`src/rtl/types_pkg.sv`:
```
// Shared types for the rename/retire slice: rename output record and ROB entry layout.
package types_pkg;

  localparam int ROB_DEPTH = 16;
  localparam int ROB_TAG_W = 4;
  localparam int PREG_W    = 7;

  localparam logic [6:0] OPC_BRANCH = 7'b1100011;
  localparam logic [6:0] OPC_STORE  = 7'b0100011;

  typedef struct packed {
    logic [ROB_TAG_W-1:0] rob_tag;
    logic [PREG_W-1:0]    pd_new;
    logic [PREG_W-1:0]    pd_old;
    logic [6:0]           Opcode;
    logic [31:0]          pc;
  } rename_data;

  typedef struct packed {
    logic              valid;
    logic              done;
    logic              mispred;
    logic              is_branch;
    logic [PREG_W-1:0] pd_new;
    logic [PREG_W-1:0] pd_old;
    logic [31:0]       pc;
  } rob_entry;

  function automatic logic is_branch_op(input logic [6:0] opc);
    return opc == OPC_BRANCH;
  endfunction

endpackage

```
`src/rtl/reorder_buffer.sv`:
```
// In-order retirement buffer: one alloc, one writeback, one commit per cycle; commit outputs registered (1 cycle).
// Backpressure via alloc_ready (full, flush or mispredict pulse). ROB_TAG_CHECK_EN adds sticky tag_err.
module reorder_buffer
  import types_pkg::*;
#(
  parameter int DEPTH  = ROB_DEPTH,
  parameter int TAG_W  = ROB_TAG_W,
  parameter int PREG_W = types_pkg::PREG_W
) (
  input  logic              clk,
  input  logic              reset_n,
  input  logic              alloc_valid,
  input  rename_data        alloc_data,
  output logic              alloc_ready,
  input  logic              wb_valid,
  input  logic [TAG_W-1:0]  wb_tag,
  input  logic              wb_mispredict,
`ifdef ROB_TAG_CHECK_EN
  output logic              tag_err,
`endif
  output logic              write_en,
  output logic [PREG_W-1:0] rob_data_out,
  output logic              mispredict,
  output logic              commit_valid,
  output logic [31:0]       commit_pc
);

  rob_entry          entries_q [DEPTH];
  rob_entry          entries_d [DEPTH];
  logic [TAG_W-1:0]  head_q, head_d;
  logic [TAG_W-1:0]  tail_q, tail_d;
  logic [TAG_W:0]    count_q, count_d;

  logic              write_en_q, write_en_d;
  logic [PREG_W-1:0] rob_data_out_q, rob_data_out_d;
  logic              mispredict_q, mispredict_d;
  logic              commit_valid_q, commit_valid_d;
  logic [31:0]       commit_pc_q, commit_pc_d;

  logic commit, flush_now, alloc_fire;
  rob_entry head_e;

  assign head_e      = entries_q[head_q];
  assign commit      = head_e.valid && head_e.done;
  assign flush_now   = commit && head_e.mispred;
  assign alloc_ready = (count_q != (TAG_W+1)'(DEPTH)) && !flush_now && !mispredict_q;
  assign alloc_fire  = alloc_valid && alloc_ready;

  // is_branch is tracked for debug visibility; nothing downstream consumes it yet.
  logic unused_head_branch;
  assign unused_head_branch = head_e.is_branch;

  always_comb begin
    entries_d = entries_q;
    head_d    = head_q;
    tail_d    = tail_q;
    count_d   = count_q;

    if (wb_valid && entries_q[wb_tag].valid) begin
      entries_d[wb_tag].done    = 1'b1;
      entries_d[wb_tag].mispred = wb_mispredict;
    end

    if (commit) begin
      entries_d[head_q].valid = 1'b0;
      head_d                  = head_q + TAG_W'(1);
    end

    if (flush_now) begin
      // Everything younger than the branch is squashed; the branch slot was already retired above.
      for (int i = 0; i < DEPTH; i++) entries_d[i].valid = 1'b0;
      tail_d  = head_q + TAG_W'(1);
      count_d = '0;
    end else begin
      if (alloc_fire) begin
        entries_d[tail_q].valid     = 1'b1;
        entries_d[tail_q].done      = 1'b0;
        entries_d[tail_q].mispred   = 1'b0;
        entries_d[tail_q].is_branch = is_branch_op(alloc_data.Opcode);
        entries_d[tail_q].pd_new    = alloc_data.pd_new;
        entries_d[tail_q].pd_old    = alloc_data.pd_old;
        entries_d[tail_q].pc        = alloc_data.pc;
        tail_d                      = tail_q + TAG_W'(1);
      end
      count_d = count_q + (TAG_W+1)'(alloc_fire) - (TAG_W+1)'(commit);
    end
  end

  always_comb begin
    write_en_d     = 1'b0;
    rob_data_out_d = '0;
    commit_valid_d = commit;
    commit_pc_d    = commit ? head_e.pc : 32'd0;
    mispredict_d   = flush_now;
    // p0 on either side means no architectural mapping to give back.
    if (commit && head_e.pd_new != '0 && head_e.pd_old != '0) begin
      write_en_d     = 1'b1;
      rob_data_out_d = head_e.pd_old;
    end
  end

  always_ff @(posedge clk or negedge reset_n) begin
    if (!reset_n) begin
      for (int i = 0; i < DEPTH; i++) entries_q[i] <= '0;
      head_q         <= '0;
      tail_q         <= '0;
      count_q        <= '0;
      write_en_q     <= 1'b0;
      rob_data_out_q <= '0;
      mispredict_q   <= 1'b0;
      commit_valid_q <= 1'b0;
      commit_pc_q    <= '0;
    end else begin
      entries_q      <= entries_d;
      head_q         <= head_d;
      tail_q         <= tail_d;
      count_q        <= count_d;
      write_en_q     <= write_en_d;
      rob_data_out_q <= rob_data_out_d;
      mispredict_q   <= mispredict_d;
      commit_valid_q <= commit_valid_d;
      commit_pc_q    <= commit_pc_d;
    end
  end

  assign write_en     = write_en_q;
  assign rob_data_out = rob_data_out_q;
  assign mispredict   = mispredict_q;
  assign commit_valid = commit_valid_q;
  assign commit_pc    = commit_pc_q;

`ifdef ROB_TAG_CHECK_EN
  logic tag_err_q, tag_err_d;
  logic tag_mismatch;

  assign tag_mismatch = alloc_fire && (alloc_data.rob_tag != tail_q);
  assign tag_err_d    = tag_err_q || tag_mismatch;

  always_ff @(posedge clk or negedge reset_n) begin
    if (!reset_n) tag_err_q <= 1'b0;
    else          tag_err_q <= tag_err_d;
  end

  assign tag_err = tag_err_q;

`ifndef SYNTHESIS
  always @(posedge clk) begin
    if (reset_n) begin
      assert (!tag_mismatch)
        else $error("reorder_buffer: rob_tag %0d allocated at tail %0d", alloc_data.rob_tag, tail_q);
    end
  end
`endif
`else
  // Slot is chosen by tail alone in this build.
  logic unused_rob_tag;
  assign unused_rob_tag = ^alloc_data.rob_tag;
`endif

endmodule

```
`config.mk`:
```
export PLATFORM = sky130hd
export DESIGN_NAME = reorder_buffer
export DESIGN_NICKNAME = d
export VERILOG_FILES = /design/src/rtl/types_pkg.sv /design/src/rtl/reorder_buffer.sv
export SDC_FILE = /design/constraint.sdc
export NUM_CORES = 1
export LEC_CHECK = 0
export ABC_CLOCK_PERIOD_IN_PS = 4550
export BUFFER_PORTS_ARGS = -buffer_cell sky130_fd_sc_hd__buf_2
export CAP_MARGIN = 20
export CORE_MARGIN = 4
export CORE_UTILIZATION = 60
export CTS_CLUSTER_DIAMETER = 60
export DETAILED_ROUTE_END_ITERATION = 6
export PLACE_DENSITY = 0.74
export SLEW_MARGIN = 0
export SYNTH_ARGS = -nofsm -noshare
export SYNTH_HDL_FRONTEND = slang
export SYNTH_SLANG_ARGS = --single-unit
```
`constraint.sdc`:
```
create_clock -name clk -period 4.55 [get_ports clk]
set_clock_uncertainty 0.1 [all_clocks]
set_input_delay 0 -clock clk [delete_from_list [all_inputs] [get_ports clk]]
set_output_delay 0 -clock clk [all_outputs]
set_load 0.01 [all_outputs]
```
==> out/results.tsv, run 1 <==
stage	metric	value	unit
sta	crit share post-route	87.0	%
power	internal power	21.5	mW
worst_setup_path	Crit path required time	4.98	ns
clocking	total CTS buffers	86	
drt	Initial DRC Count	1604	
synthesis	Top FF cell, synth	dfrtp_1	
synthesis	Async S/R FF share, synth	100	%
sta	max-slew violations	0	
global_route	initial antenna violation count	3	
clocking	clk_lat worst skew	0.62	ns
floorplan	Die Wd	257	um
global_route	vias in the first global route	22900	
worst_setup_path	launch point of the worst reg-to-reg path	head_q[0]$_DFFE_PN0P_	
power	power share of the sequential group	41.8	%
sta	maximum clock rate	253	MHz
floorplan	Std-Cell Rows	91	
synthesis	sequential share of the synthesized area	56.4	%
sta	count of final setup violators	0	
layout	nets@finish	2533	
clocking	Post-CTS Hold Buffers	61	
synthesis	top cells by area, synth	dfrtp_1, mux2_2, mux4_2	
synthesis	Post-synth EDFFs	0	
synthesis	largest area contributor in the netlist	dfrtp_1	
synthesis	synthesized area per cell	15.9	sq um
sta	RSZ-0062 raised after global routing	false	
drt	Via Count	20800	
worst_setup_path	CP arrival	4.39	ns
power	Comb power frac	35.6	%
place	number of I/O port buffers	97	
synthesis	most frequent cell after synthesis	dfrtp_1	
power	P_sw	9.34	mW
sta	crit path time final	3.96	ns
worst_setup_path	CP peak stage delay	0.79	ns
sta	Slew headroom	33.6	%
drt	Routed Antenna Nets	0	
synthesis	synth cell count leaders	dfrtp_1, mux2_2, mux2_1, mux4_2, clkbuf_1	
place	Final GP Congestion	0.833	
worst_setup_path	critical path type	reg -> reg	
worst_setup_path	worst-path cell chain	mux4_2 > a22oi_1 > a22o_4 > inv_2 > nand2_1 > nand2_1 > ha_1 > inv_1 > ha_1 > inv_1 > fa_1 > inv_1 > a21oi_1 > nor2_1 > or3_1 > a21oi_1	
drt	Avg Vias per Cell	6.29	
synthesis	synth unique cells	51	
synthesis	top cell type's share of synthesized area	56.4	%
power	clock power share	22.6	%
global_route	largest net degree at the start of global routing	152	
drt	WL final	84500	um
worst_setup_path	Critical Path Most Common Cell	inv_1	
synthesis	syn_nets	2419	
global_route	gr ovfl total	0	
power	static leakage	18.1	nW
hold_path	Worst Hold Class	in -> async	
place	Detail Placement HPWL	48700	um
status	status	finished clean	
sta	final hold violation count	0	
floorplan	initial core utilization	60.5	%
floorplan	core area	0.0615	sq mm
drt	DR DRC count	0	
clocking	CTS clock-pin slew for the worst setup and hold paths	0.06	ns
worst_setup_path	cells on worst reg2reg path	16	
global_route	GRT Util Overall	26.2	%
clocking	# H-tree levels	3	
power	pwr/cell area	734	mW/mm^2
sta	Least-Margin Pin Slew	0.996	ns
floorplan	Die Area	0.0660	sq mm
worst_setup_path	CP Launch Point	head_q[0]$_DFFE_PN0P_	
run	Max Cap Viol	0	
layout	synthesis-to-layout area growth	12.8	%
clocking	Max Root-Sink Buffers	3	
global_route	first-pass GRT wire length	135000	um
synthesis	Yosys warnings	0	
worst_setup_path	slowest CP cell	dfrtp_4	
layout	layout cells sized above 1	41.7	%
worst_setup_path	Critical Path Start Type	flop	
sta	setup TNS	0	ns
synthesis	#FFs+latches synth	839	
drt	DRT Pass-1 Iters	6	
worst_setup_path	CP endpoint kind	flop	
clocking	CTS resizes	0	
clocking	TritonCTS clock tree	done	
synthesis	synthesized area	0.0372	sq mm
clocking	Clock Sinks	839	
clocking	Post-CTS Setup Bufs	0	
worst_setup_path	CP Max Fanout	28	
layout	post-layout util	68.3	%
power	Net Sw Frac	30.3	%
clocking	root buffer cell	clkbuf_16	
drt	Avg WL per Cell	25.6	um
power	maximum VDD drop	0.000590	V
synthesis	Synth Instances	2338	
floorplan	Die Y	257	um
floorplan	IO Pins	109	
## final timing paths
check / end / slack, ns
min in group clk: entries_q[775]$_DFFE_PN0P_ / 0.24
worst min-delay path: entries_q[199]$_DFF_PN0_ / 0.05
max in group asynchronous: commit_pc[3]$_DFF_PN0_ / 3.55
worst max-delay path: count_q[4]$_DFF_PN0_ / 0.59
worst max register to register: count_q[4]$_DFF_PN0_ / 0.59
worst min register to register: entries_q[672]$_DFFE_PN0P_ / 0.38
## state kept, by name, summed over array words and instances, names as in the netlist
name / count
commit_pc: 32
commit_valid: 1
count_q: 5
entries_q: 784
head_q: 4
mispredict: 1
rob_data_out: 7
tail_q: 4
write_en: 1
## area by class of cell
cell class | instances | area, sq um
inverters | 14 | 52.6
diodes | 1 | 2.50
fillers | 4128 | 19500
multi-input cells | 1291 | 15200
clock inverters | 21 | 236
repair buffers | 220 | 1900
flip-flops and latches | 839 | 21000
clock buffers | 129 | 2560
well taps | 790 | 988
## routing by layer
| metal | track usage [%] | vias up | wire length [um] |
|---|---|---|---|
| met1 | 37.7 | 11300 | 37000 |
| met4 | 6.73 | 4 | 1850 |
| met2 | 43.0 | 493 | 41500 |
| met5 | 0 | - | 27 |
| li1 | - | 8868 | - |
| met3 | 4.02 | 139 | 4070 |
## per-stage QoR
| stage | setup WS, ns | hold WS, ns | cell area, sq um | instances | total power [mW] |
|---|---|---|---|---|---|
| finish | 0.591 | 0.0490 | 42000 | 3305 | 30.8 |
| CTS | 0.543 | 0.0464 | 41900 | 3303 | 31.0 |
| global route | 0.347 | 0.0808 | 42000 | 3305 | 32.5 |
| floorplan | 0.862 | -0.396 | 37200 | 2338 | 20.8 |
| global placement | 0.571 | -0.00219 | 38500 | 3092 | 23.2 |
| detailed placement | 0.548 | 0.0124 | 38500 | 3092 | 23.9 |
## cells in the final DEF, fill, tap and decap left out, types with 14 or more instances in the layout
| cell | synthesis | routed |
|---|---|---|
| dfrtp_1 | 839 | 835 |
| mux2_2 | 531 | 531 |
| mux2_1 | 206 | 206 |
| mux4_2 | 205 | 205 |
| buf_2 | 52 | 96 |
| clkbuf_16 | 0 | 89 |
| dlygate4sd3_1 | 0 | 60 |
| nor2_1 | 55 | 55 |
| nand2_1 | 42 | 42 |
| buf_4 | 27 | 38 |
| and2_1 | 36 | 36 |
| buf_12 | 0 | 23 |
| a21oi_1 | 27 | 22 |
| clkbuf_1 | 81 | 22 |
| mux2i_1 | 20 | 20 |
| o21ai_0 | 20 | 20 |
| nand3_1 | 19 | 19 |
| nor4_1 | 19 | 19 |
| clkbuf_8 | 0 | 18 |
| nor3_1 | 14 | 14 |
| ha_1 | 14 | 14 |
| clkinv_2 | 0 | 14 |
## power groups by stage
| stage | Sequential [mW] | Combinational, mW | Clock [mW] |
|---|---|---|---|
| after global placement | 12.7 | 10.6 | 0 |
| after detailed placement | 13.0 | 10.9 | 0 |
| after floorplan | 12.2 | 8.58 | 0 |
| final | 12.9 | 11.0 | 6.95 |
| after global routing | 13.3 | 11.8 | 7.42 |
| after CTS | 12.9 | 11.0 | 7.11 |
## logic make-up after synthesis
family	Yosys count	synth area share [%]
mux	963	35.3
flops	839	56.4
simple gates	209	2.89
buf+inv	208	2.95
compound gates	93	1.64
fa+ha+maj	15	0.525
xor+xnor	11	0.259
## critical path, delay by kind of cell, from the launching register on
| kind | cells | cell delay, ns |
|---|---|---|
| and+or+nand+nor | 4 | 0.55 |
| AOI/OAI and AO/OA | 4 | 0.88 |
| buffers and inverters | 4 | 0.27 |
| adders and majority gates | 3 | 0.68 |
| muxes | 1 | 0.59 |
| DFF | 1 | 0.79 |
Power figures use the tool's default switching activity.
==> run 2, diff against run 1 <==
--- a/config.mk
+++ b/config.mk
@@ -12,7 +12,7 @@
 export CORE_UTILIZATION = 60
 export CTS_CLUSTER_DIAMETER = 60
 export DETAILED_ROUTE_END_ITERATION = 6
-export PLACE_DENSITY = 0.74
+export PLACE_DENSITY = 0.88
 export SLEW_MARGIN = 0
 export SYNTH_ARGS = -nofsm -noshare
 export SYNTH_HDL_FRONTEND = slang
==> out/results.tsv, run 2 (synthesized netlist as in run 1, its figures left out) <==
stage	metric	value	unit
status	status	finished clean	
sta	crit path time final	4.11	ns
worst_setup_path	Crit path required time	5.00	ns
sta	Least-Margin Pin Slew	1.10	ns
sta	final hold violation count	0	
worst_setup_path	cells on worst reg2reg path	15	
sta	maximum clock rate	243	MHz
drt	Initial DRC Count	1531	
place	Detail Placement HPWL	48100	um
layout	max FFs per register	784	
clocking	Max Root-Sink Buffers	3	
worst_setup_path	CP endpoint kind	flop	
global_route	gr ovfl total	0	
floorplan	Die Y	257	um
hold_path	Worst Hold Class	in -> async	
drt	Via Count	21200	
worst_setup_path	Reg2Reg Setup Slack	0.44	ns
worst_setup_path	critical path type	reg -> reg	
place	number of I/O port buffers	97	
worst_setup_path	CP Max Fanout	52	
power	Pwr Total	30.7	mW
global_route	initial antenna violation count	2	
clocking	total CTS buffers	82	
layout	Largest Register	entries_q	
drt	WL final	86500	um
floorplan	initial core utilization	60.5	%
floorplan	core area	0.0615	sq mm
worst_setup_path	Critical Path Start Type	flop	
clocking	TritonCTS clock tree	done	
sta	count of final setup violators	0	
floorplan	Std-Cell Rows	91	
worst_setup_path	CP arrival	4.56	ns
layout	post-layout util	67.8	%
sta	setup TNS	0	ns
drt	DR DRC count	0	
sta	RSZ-0062 raised after global routing	false	
global_route	vias in the first global route	23800	
floorplan	Die Wd	257	um
worst_setup_path	launch point of the worst reg-to-reg path	head_q[0]$_DFFE_PN0P_	
clocking	clk_lat worst skew	0.64	ns
clocking	CTS clock-pin slew for the worst setup and hold paths	0.06	ns
power	pwr/cell area	737	mW/mm^2
layout	most frequent cells in the layout	dfrtp_1, mux2_2, mux2_1, mux4_2, buf_2	
drt	Avg WL per Cell	26.3	um
worst_setup_path	CP Capture Point	count_q[4]$_DFF_PN0_	
sta	max-slew violations	0	
power	static leakage	18.0	nW
global_route	largest net degree at the start of global routing	142	
clocking	Clock Sinks	839	
run	Max Cap Viol	0	
floorplan	IO Pins	109	
global_route	first-pass GRT wire length	138000	um
power	maximum VDD drop	0.000647	V
layout	layout cells sized above 1	41.4	%
clocking	# H-tree levels	3	
drt	DRT Pass-1 Iters	7	
sta	crit share post-route	90.4	%
floorplan	Die Area	0.0660	sq mm
layout	synthesis-to-layout area growth	12.0	%
layout	nets@finish	2517	
global_route	GRT Util Overall	26.8	%
drt	Routed Antenna Nets	0	
drt	Avg Vias per Cell	6.44	
place	Final GP Congestion	0.845	
worst_setup_path	FF-to-FF End	count_q[4]$_DFF_PN0_	
clocking	root buffer cell	clkbuf_16	
clocking	Post-CTS Setup Bufs	0	
worst_setup_path	CP Launch Point	head_q[0]$_DFFE_PN0P_	
sta	Slew headroom	26.8	%
layout	most common cell after layout, fill and taps aside	dfrtp_1	
[run 2: final cells by class]
| cell class | count | area, sq um |
|---|---|---|
| clock buffer | 123 | 2430 |
| fill | 3828 | 19800 |
| multi-input combinational | 1291 | 15200 |
| sequential | 839 | 21000 |
| antenna | 1 | 2.50 |
| tap | 790 | 988 |
| timing repair buffer | 208 | 1710 |
| clock inverter | 25 | 248 |
| inverter | 14 | 52.6 |
[run 2: worst min-delay path by stage]
stage	from	to	slack, ns	cells after the start
2_1_floorplan	reset_n	commit_pc[0]$_DFF_PN0_	-0.40	0
3_3_place_gp	reset_n	rob_data_out[6]$_DFF_PN0_	0.06	1
3_5_place_dp	reset_n	rob_data_out[4]$_DFF_PN0_	0.09	1
4_1_cts	reset_n	rob_data_out[6]$_DFF_PN0_	0.02	2
5_1_grt	reset_n	rob_data_out[4]$_DFF_PN0_	0.09	2
6_report	reset_n	rob_data_out[4]$_DFF_PN0_	0.01	2
[run 2: what timing repair did]
item                                   4_1_cts  5_1_grt
hold buffers                                61        0
endpoints found under the hold margin      891        0
gates resized for setup                      0        0
[run 2: per-stage QoR]
| step | instances | cell area, sq um | hold WS, ns | setup WS (ns) |
|---|---|---|---|---|
| floorplan | 2338 | 37200 | -0.396 | 0.862 |
| global placement | 3081 | 38400 | 0.0636 | 0.482 |
| detailed placement | 3081 | 38400 | 0.0883 | 0.480 |
| CTS | 3290 | 41700 | 0.0169 | 0.461 |
| global route | 3291 | 41700 | 0.0937 | 0.145 |
| finish | 3291 | 41700 | 0.00999 | 0.436 |
[run 2: worst max-delay path, stage by stage, from the launching register on]
cell and delay, ns:
dfrtp_4 0.60, mux4_2 0.54, a22oi_1 0.27, a22o_4 0.32, inv_2 0.06, buf_4 0.45, ha_1 0.45, inv_1 0.04
ha_1 0.18, inv_1 0.08, fa_1 0.20, inv_1 0.05, a21oi_1 0.12, nor2_1 0.06, or3_1 0.34, a21oi_1 0.15
[run 2: power by group]
group	total, mW	internal, mW	switching [mW]
combinational	11.0	6.23	4.81
sequential	12.9	11.0	1.94
clock	6.74	3.87	2.87
total	30.7	21.1	9.62
[run 2: routing by layer]
layer / GRT usage, % / vias up / routed length [um]
li1: - / 8832 / -
met1: 35.1 / 11400 / 34700
met2: 45.3 / 730 / 43700
met3: 5.23 / 216 / 5250
met4: 9.47 / 0 / 2840
met5: 0 / - / 0
